<file path="src/rtl/ps2_host_tx_pkg.sv">
`default_nettype none
// ============================================================================
//  Module      : ps2_host_tx_pkg
//  Description : Shared types and constants for the PS/2 host transmitter
//                (state encoding, default timing, frame geometry).
//  Revision    : 1.0  initial release
// ============================================================================
package ps2_host_tx_pkg;

    typedef enum logic [2:0] {
        ST_IDLE      = 3'd0,
        ST_INHIBIT   = 3'd1,
        ST_START     = 3'd2,
        ST_REQ       = 3'd3,
        ST_DATA      = 3'd4,
        ST_ACK       = 3'd5,
        ST_WAIT_IDLE = 3'd6
    } state_t;

    // ~100 us clock inhibit and ~15 ms inter-edge limit at 28.6 MHz
    localparam int unsigned C_DEF_INHIBIT_CYCLES = 2900;
    localparam int unsigned C_DEF_TIMEOUT_CYCLES = 430000;

    // start + 8 data + parity + stop, followed by the device ACK clock
    localparam int unsigned C_FRAME_BITS = 11;

    // PS/2 uses odd parity over the data byte
    function automatic logic odd_parity(input logic [7:0] data);
        return ~^data;
    endfunction

endpackage
`default_nettype wire

</file>
<file path="src/rtl/ps2_sync.sv">
`default_nettype none
// ============================================================================
//  Module      : ps2_sync
//  Description : Two-flop synchronizer for a raw PS/2 line with falling-edge
//                detection. Idles high (PS/2 lines are pulled up).
//  Revision    : 1.0  initial release
// ============================================================================
module ps2_sync (
    input  logic clk,
    input  logic reset_n,
    input  logic d_i,
    output logic sync_o,
    output logic fall_o
);

    logic meta_q;
    logic sync_q;
    logic prev_q;

    // Synchronizer chain plus one history flop; all reset to the idle-high level
    always_ff @(posedge clk or negedge reset_n) begin
        if (!reset_n) begin
            meta_q <= 1'b1;
            sync_q <= 1'b1;
            prev_q <= 1'b1;
        end else begin
            meta_q <= d_i;
            sync_q <= meta_q;
            prev_q <= sync_q;
        end
    end

    assign sync_o = sync_q;
    assign fall_o = prev_q & ~sync_q;

endmodule
`default_nettype wire

</file>
<file path="src/rtl/ps2_host_tx.sv">
`default_nettype none
// ============================================================================
//  Module      : ps2_host_tx
//  Description : PS/2 host-to-device command transmitter. Inhibits the bus,
//                issues request-to-send, shifts out data/parity/stop on the
//                device clock and checks the device ACK, with an inter-edge
//                timeout.
//  Revision    : 1.0  initial release
// ============================================================================
module ps2_host_tx
    import ps2_host_tx_pkg::*;
#(
    parameter int unsigned INHIBIT_CYCLES = C_DEF_INHIBIT_CYCLES,
    parameter int unsigned TIMEOUT_CYCLES = C_DEF_TIMEOUT_CYCLES
) (
    input  logic       clk,
    input  logic       reset_n,
    input  logic       ps2clk_in,
    input  logic       ps2dat_in,
    output logic       ps2clk_oe,
    output logic       ps2dat_oe,
    input  logic [7:0] tx_data,
    input  logic       tx_start,
    output logic       busy,
    output logic       done,
    output logic       error
);

    localparam int unsigned C_INH_W = (INHIBIT_CYCLES > 1) ? $clog2(INHIBIT_CYCLES) : 1;
    localparam int unsigned C_TMO_W = (TIMEOUT_CYCLES > 1) ? $clog2(TIMEOUT_CYCLES) : 1;

    // Counters run 0..N-1, so the last value always fits in $clog2(N) bits
    localparam logic [C_INH_W-1:0] C_INH_LAST = C_INH_W'(INHIBIT_CYCLES - 1);
    localparam logic [C_TMO_W-1:0] C_TMO_LAST = C_TMO_W'(TIMEOUT_CYCLES - 1);

    // Edge 9 carries parity; the edge after it (stop) releases the data line
    localparam logic [3:0] C_LAST_DRIVEN_EDGE = 4'(C_FRAME_BITS - 2);

    state_t               state_q, state_d;
    logic [C_INH_W-1:0]   inh_q, inh_d;
    logic [C_TMO_W-1:0]   tmo_q, tmo_d;
    logic [3:0]           edge_q, edge_d;
    logic [8:0]           frame_q, frame_d;   // {parity, data}
    logic                 done_q, done_d;
    logic                 err_q, err_d;
    logic                 clk_oe_q, clk_oe_d;
    logic                 dat_oe_q, dat_oe_d;

    logic                 w_clk_sync;
    logic                 w_clk_fall;
    logic                 w_dat_sync;
    logic                 w_unused_dat_fall;
    logic                 w_active;
    logic                 w_timeout;
    logic [3:0]           w_bit_idx;

    ps2_sync u_clk_sync (
        .clk     (clk),
        .reset_n (reset_n),
        .d_i     (ps2clk_in),
        .sync_o  (w_clk_sync),
        .fall_o  (w_clk_fall)
    );

    ps2_sync u_dat_sync (
        .clk     (clk),
        .reset_n (reset_n),
        .d_i     (ps2dat_in),
        .sync_o  (w_dat_sync),
        .fall_o  (w_unused_dat_fall)
    );

    // Device clock edges only matter once the bus has been handed to the device
    assign w_active  = (state_q == ST_REQ)  || (state_q == ST_DATA) ||
                       (state_q == ST_ACK)  || (state_q == ST_WAIT_IDLE);
    assign w_timeout = w_active && (tmo_q == C_TMO_LAST);

    // Next-state, counters and completion pulses
    always_comb begin
        state_d = state_q;
        inh_d   = inh_q;
        edge_d  = edge_q;
        frame_d = frame_q;
        done_d  = 1'b0;
        err_d   = 1'b0;
        tmo_d   = '0;
        if (w_active && !w_clk_fall) begin
            tmo_d = tmo_q + C_TMO_W'(1);
        end

        case (state_q)
            ST_IDLE: begin
                inh_d  = '0;
                edge_d = '0;
                if (tx_start) begin
                    frame_d = {odd_parity(tx_data), tx_data};
                    state_d = ST_INHIBIT;
                end
            end
            ST_INHIBIT: begin
                if (inh_q == C_INH_LAST) begin
                    inh_d   = '0;
                    state_d = ST_START;
                end else begin
                    inh_d = inh_q + C_INH_W'(1);
                end
            end
            ST_START: begin
                edge_d  = '0;
                state_d = ST_REQ;
            end
            ST_REQ: begin
                if (w_clk_fall) begin
                    edge_d  = 4'd1;
                    state_d = ST_DATA;
                end
            end
            ST_DATA: begin
                if (w_clk_fall) begin
                    edge_d = edge_q + 4'd1;
                    if (edge_q == C_LAST_DRIVEN_EDGE) begin
                        state_d = ST_ACK;
                    end
                end
            end
            ST_ACK: begin
                if (w_clk_fall) begin
                    edge_d = edge_q + 4'd1;
                    if (w_dat_sync) begin
                        err_d   = 1'b1;
                        state_d = ST_IDLE;
                    end else begin
                        state_d = ST_WAIT_IDLE;
                    end
                end
            end
            ST_WAIT_IDLE: begin
                if (w_clk_sync && w_dat_sync) begin
                    done_d  = 1'b1;
                    state_d = ST_IDLE;
                end
            end
            default: begin
                state_d = ST_IDLE;
            end
        endcase

        // A stalled device overrides everything, so done and error never coincide
        if (w_timeout) begin
            state_d = ST_IDLE;
            err_d   = 1'b1;
            done_d  = 1'b0;
        end
    end

    // After edge k the host presents frame bit k-1 (data LSB first, then parity)
    assign w_bit_idx = edge_d - 4'd1;

    // Line drive derived from the next state so the pins are glitch-free flops
    always_comb begin
        clk_oe_d = 1'b0;
        dat_oe_d = 1'b0;
        case (state_d)
            ST_INHIBIT: begin
                clk_oe_d = 1'b1;
            end
            ST_START: begin
                clk_oe_d = 1'b1;
                dat_oe_d = 1'b1;
            end
            ST_REQ: begin
                dat_oe_d = 1'b1;
            end
            ST_DATA: begin
                dat_oe_d = ~frame_d[w_bit_idx];
            end
            default: begin
            end
        endcase
    end

    // State and datapath registers; reset releases both lines immediately
    always_ff @(posedge clk or negedge reset_n) begin
        if (!reset_n) begin
            state_q  <= ST_IDLE;
            inh_q    <= '0;
            tmo_q    <= '0;
            edge_q   <= '0;
            frame_q  <= '0;
            done_q   <= 1'b0;
            err_q    <= 1'b0;
            clk_oe_q <= 1'b0;
            dat_oe_q <= 1'b0;
        end else begin
            state_q  <= state_d;
            inh_q    <= inh_d;
            tmo_q    <= tmo_d;
            edge_q   <= edge_d;
            frame_q  <= frame_d;
            done_q   <= done_d;
            err_q    <= err_d;
            clk_oe_q <= clk_oe_d;
            dat_oe_q <= dat_oe_d;
        end
    end

    assign ps2clk_oe = clk_oe_q;
    assign ps2dat_oe = dat_oe_q;
    assign busy      = (state_q != ST_IDLE);
    assign done      = done_q;
    assign error     = err_q;

endmodule
`default_nettype wire

</file>
<file path="config.mk">
export PLATFORM = sky130hd
export DESIGN_NAME = ps2_host_tx
export DESIGN_NICKNAME = d
export VERILOG_FILES = /design/src/rtl/ps2_host_tx_pkg.sv /design/src/rtl/ps2_sync.sv /design/src/rtl/ps2_host_tx.sv
export SDC_FILE = /design/constraint.sdc
export NUM_CORES = 1
export LEC_CHECK = 0
export BUFFER_PORTS_ARGS = -buffer_cell sky130_fd_sc_hd__buf_4
export CAP_MARGIN = 20
export CORE_MARGIN = 4
export CORE_UTILIZATION = 60
export CTS_BUF_LIST = sky130_fd_sc_hd__clkbuf_16
export CTS_CLUSTER_SIZE = 28
export DETAILED_ROUTE_END_ITERATION = 6
export GPL_ROUTABILITY_DRIVEN = 0
export GPL_TIMING_DRIVEN = 0
export HOLD_SLACK_MARGIN = 0.05
export PLACE_DENSITY = 0.79
export SLEW_MARGIN = 0
export SYNTH_ARGS = -nofsm -noshare
export SYNTH_HDL_FRONTEND = slang
export SYNTH_SLANG_ARGS = --single-unit
</file>
<file path="constraint.sdc">
create_clock -name clk -period 3.7 [get_ports clk]
set_input_delay 0.37 -clock clk [delete_from_list [all_inputs] [get_ports clk]]
set_output_delay 0.37 -clock clk [all_outputs]
set_load 0.005 [all_outputs]
</file>
==> impl_metrics.env <==
export IMPL_critPathLaunchType="flop"
export IMPL_synthFlopType="dfrtp_1"
export IMPL_synth_edff_count=0
export IMPL_ctsHoldBuffers=0
export IMPL_outcome="finished, final reports clean"
export IMPL_core_rowCount=25
export IMPL_synth_compound_area_frac=0.111
export IMPL_clk_insertion_delay_late_ns=0.29
export IMPL_synthToLayoutAreaGrowth_pct=11.9
export IMPL_yosysTopAreaCell="dfrtp_1"
export IMPL_power_leakage_nw=1.39
export IMPL_cpMaxStageDelayCell="dfstp_2"
export IMPL_yosys_warnings=0
export IMPL_dp_hpwl_mm=4.01
export IMPL_hold_class="in -> async"
export IMPL_yosysMostFrequentCell="dfrtp_1"
export IMPL_cts_tree="done"
export IMPL_grt_start_max_net_pins=57
export IMPL_cts_setup_buffers=0
export IMPL_power_density_nw_per_um2=342
export IMPL_numCtsBuffers=5
export IMPL_fillerInstances=386
export IMPL_num_vias=2279
export IMPL_overflow=0
export IMPL_cts_max_path_buffers=2
export IMPL_met3_usage=0.0424
export IMPL_post_route_period_util=0.882
export IMPL_wl_per_cell_um=14.8
export IMPL_cts_htree_levels=2
export IMPL_synth_top_family_by_area="simple AND/OR/NAND/NOR gates"
export IMPL_path_class="reg -> reg"
export IMPL_synth_area_um2=2970
export IMPL_worstPathRequired_ns=3.89
export IMPL_cp_max_fo=8
export IMPL_grt_first_pass_wirelength_mm=10.3
export IMPL_antenna_found_initial=0
export IMPL_rsz0062_at_grt="no"
export IMPL_multi_input_area_um2=1460
export IMPL_arrival_ns=3.45
export IMPL_synth_top_area_frac=0.430
export IMPL_synthTopCellsByCount="dfrtp_1, nor2_1, nand2_1"
export IMPL_synth_distinct_cells=53
export IMPL_worstReg2RegStart="u_clk_sync.sync_o"
export IMPL_drv_slew=0
export IMPL_fin_worst_skew_ns=0.00995
export IMPL_antenna_cells=0
export IMPL_max_slew_margin=0.545
export IMPL_design_area_um2=3320
export IMPL_layout_nets=341
export IMPL_start_util=0.624
export IMPL_synth_net_count=317
export IMPL_syn_inst=298
export IMPL_synth_area_leaders="dfrtp_1, mux2_2, dfstp_2, xnor2_1, nor2_1"
export IMPL_regArea_um2=1410
export IMPL_top_usage_layer="met2"
export IMPL_vdd_drop_max_mv=0.335
export IMPL_muxShareOfSynthArea=0.0666
export IMPL_cp_cell_sequence="and2b_2 -> inv_1 -> ha_1 -> mux2_2 -> a32o_1 -> clkbuf_1 -> inv_1 -> ha_1 -> mux4_2 -> nor3b_1 -> a221oi_1 -> o31ai_1"
export IMPL_via_per_inst=5.84
export IMPL_synth_seq_cells=56
export IMPL_core_um2=4750
export IMPL_crit_start="u_clk_sync.sync_o"
export IMPL_post_route_min_period_ns=3.26
export IMPL_drive_above_1_share=0.158
export IMPL_finalSetupViolCount=0
export IMPL_die_w_um=78.3
export IMPL_seq_area_frac_synth=0.474
export IMPL_drtIter0Drc=213
export IMPL_drc=0
export IMPL_die_height_um=78.3
export IMPL_finalHoldViolations=0
export IMPL_rrSetupSlack_ns=0.44
export IMPL_fin_hold_ws_ns=0.113
export IMPL_use_met1=0.293
export IMPL_grtUsageTotal=0.211
export IMPL_synthArstFlopShare=1.00
export IMPL_yosys_area_share_adder=0.0253
export IMPL_cts_repair_resized=0
export IMPL_use_met2=0.335
export IMPL_drv_cap=0
export IMPL_firstDrtPassIters=4
export IMPL_yosys_area_share_xor_xnor=0.0709
export IMPL_cts_root_buffer="clkbuf_16"
export IMPL_fmax_mhz=306
export IMPL_yosys_area_share_simple=0.217
export IMPL_endpoint_kind="flop"
export IMPL_fp_dieArea_um2=6130
export IMPL_syn_avg_cell_area_um2=9.96
export IMPL_place_area_um2=3180
export IMPL_portBuffers=17
export IMPL_wl_mm=5.78
export IMPL_tns_ns=0
export IMPL_grt_pass1_vias=2179
export IMPL_path_clk_slew_ns=0.07
export IMPL_critPathMaxStageDelay_ns=0.58
export IMPL_pin_count=18
export IMPL_clock_sinks=56
export IMPL_worst_pin_slew_ns=0.683
export IMPL_antenna_left=0
==> sequential cells by signal, indices dropped and copies added, names as in the netlist <==
signal / count
tmo_q: 19
inh_q: 12
frame_q: 9
edge_q: 4
state_q: 3
done: 1
error: 1
ps2clk_oe: 1
ps2dat_oe: 1
u_clk_sync.meta_q: 1
u_clk_sync.prev_q: 1
u_clk_sync.sync_o: 1
u_dat_sync.meta_q: 1
u_dat_sync.sync_o: 1
==> cells in the final DEF (no fill, tap or decap), drive strengths merged, types with 3 or more instances in the layout <==
master	netlist	routed
dfrtp	51	51
nor2	29	29
nand2	22	22
buf	5	22
nand3	18	18
inv	13	14
xnor2	14	14
o21ai	13	13
mux2	12	12
clkbuf	7	12
xor2	10	10
a21oi	9	9
nand4	7	7
o31ai	7	7
and3	6	6
ha	6	6
nor3	5	5
dfstp	5	5
or3	4	4
mux2i	4	4
a31oi	4	4
or2	3	3
nor4b	3	3
or4	3	3
and2	3	3
==> logic make-up (layout without fill, tap and decap cells) <==
family / count (synthesis) / count (layout)
DFF: 56 / 56
xor gates and xnor gates: 24 / 24
and+or+nand+nor: 120 / 120
muxes: 17 / 17
buffers and inverters: 25 / 50
AOI/OAI and AO/OA: 50 / 50
adders and majority gates: 6 / 6
==> metrics by stage <==
step	worst slack (ns)	power, mW	util	cells
floorplan	0.814	0.667	-	298
global placement	0.514	0.695	0.668	382
detailed placement	0.473	0.698	0.668	382
CTS	0.453	1.15	0.698	390
global route	0.184	1.19	0.698	390
finish	0.435	1.14	0.698	390
==> layer usage <==
metal  vias up  share of wire
met5         -              0
met4         0          0.011
met3         8          0.049
met2        69           0.48
met1      1093           0.46
li1       1109              -
==> where the power goes <==
part / switching [mW] / leakage [nW] / internal, mW / total (mW)
Clock: 0.204 / 0.0687 / 0.246 / 0.451
Combinational: 0.0285 / 0.588 / 0.0273 / 0.0558
Sequential: 0.00520 / 0.731 / 0.624 / 0.629
Total: 0.238 / 1.39 / 0.898 / 1.14
==> final timing paths <==
| check | end | cells after the start |
|---|---|---|
| min in group clk | u_clk_sync.meta_q | 1 |
| max in group asynchronous | tmo_q[8] | 1 |
| min | tmo_q[17] | 1 |
| max reg2reg | ps2dat_oe | 12 |
| min reg2reg | u_dat_sync.sync_o | 0 |
| max | ps2dat_oe | 12 |
==> area by class of cell <==
type / instances / area share
multi-input cells: 217 / 0.439
flip-flops and latches: 56 / 0.424
repair buffers: 17 / 0.0385
clock buffers: 5 / 0.0377
well taps: 67 / 0.0253
plain buffers: 12 / 0.0162
inverters: 13 / 0.0147
clock inverters: 3 / 0.00452
==> critical path: cells and delay by family, from the launching register on <==
| family | cells | cell delay (ns) |
|---|---|---|
| flops | 1 | 0.58 |
| mux | 2 | 0.55 |
| compound gates | 3 | 0.55 |
| fa+ha+maj | 2 | 0.52 |
| buf+inv | 3 | 0.50 |
| simple gates | 2 | 0.47 |
No activity file was read; power rests on OpenSTA's default activity.
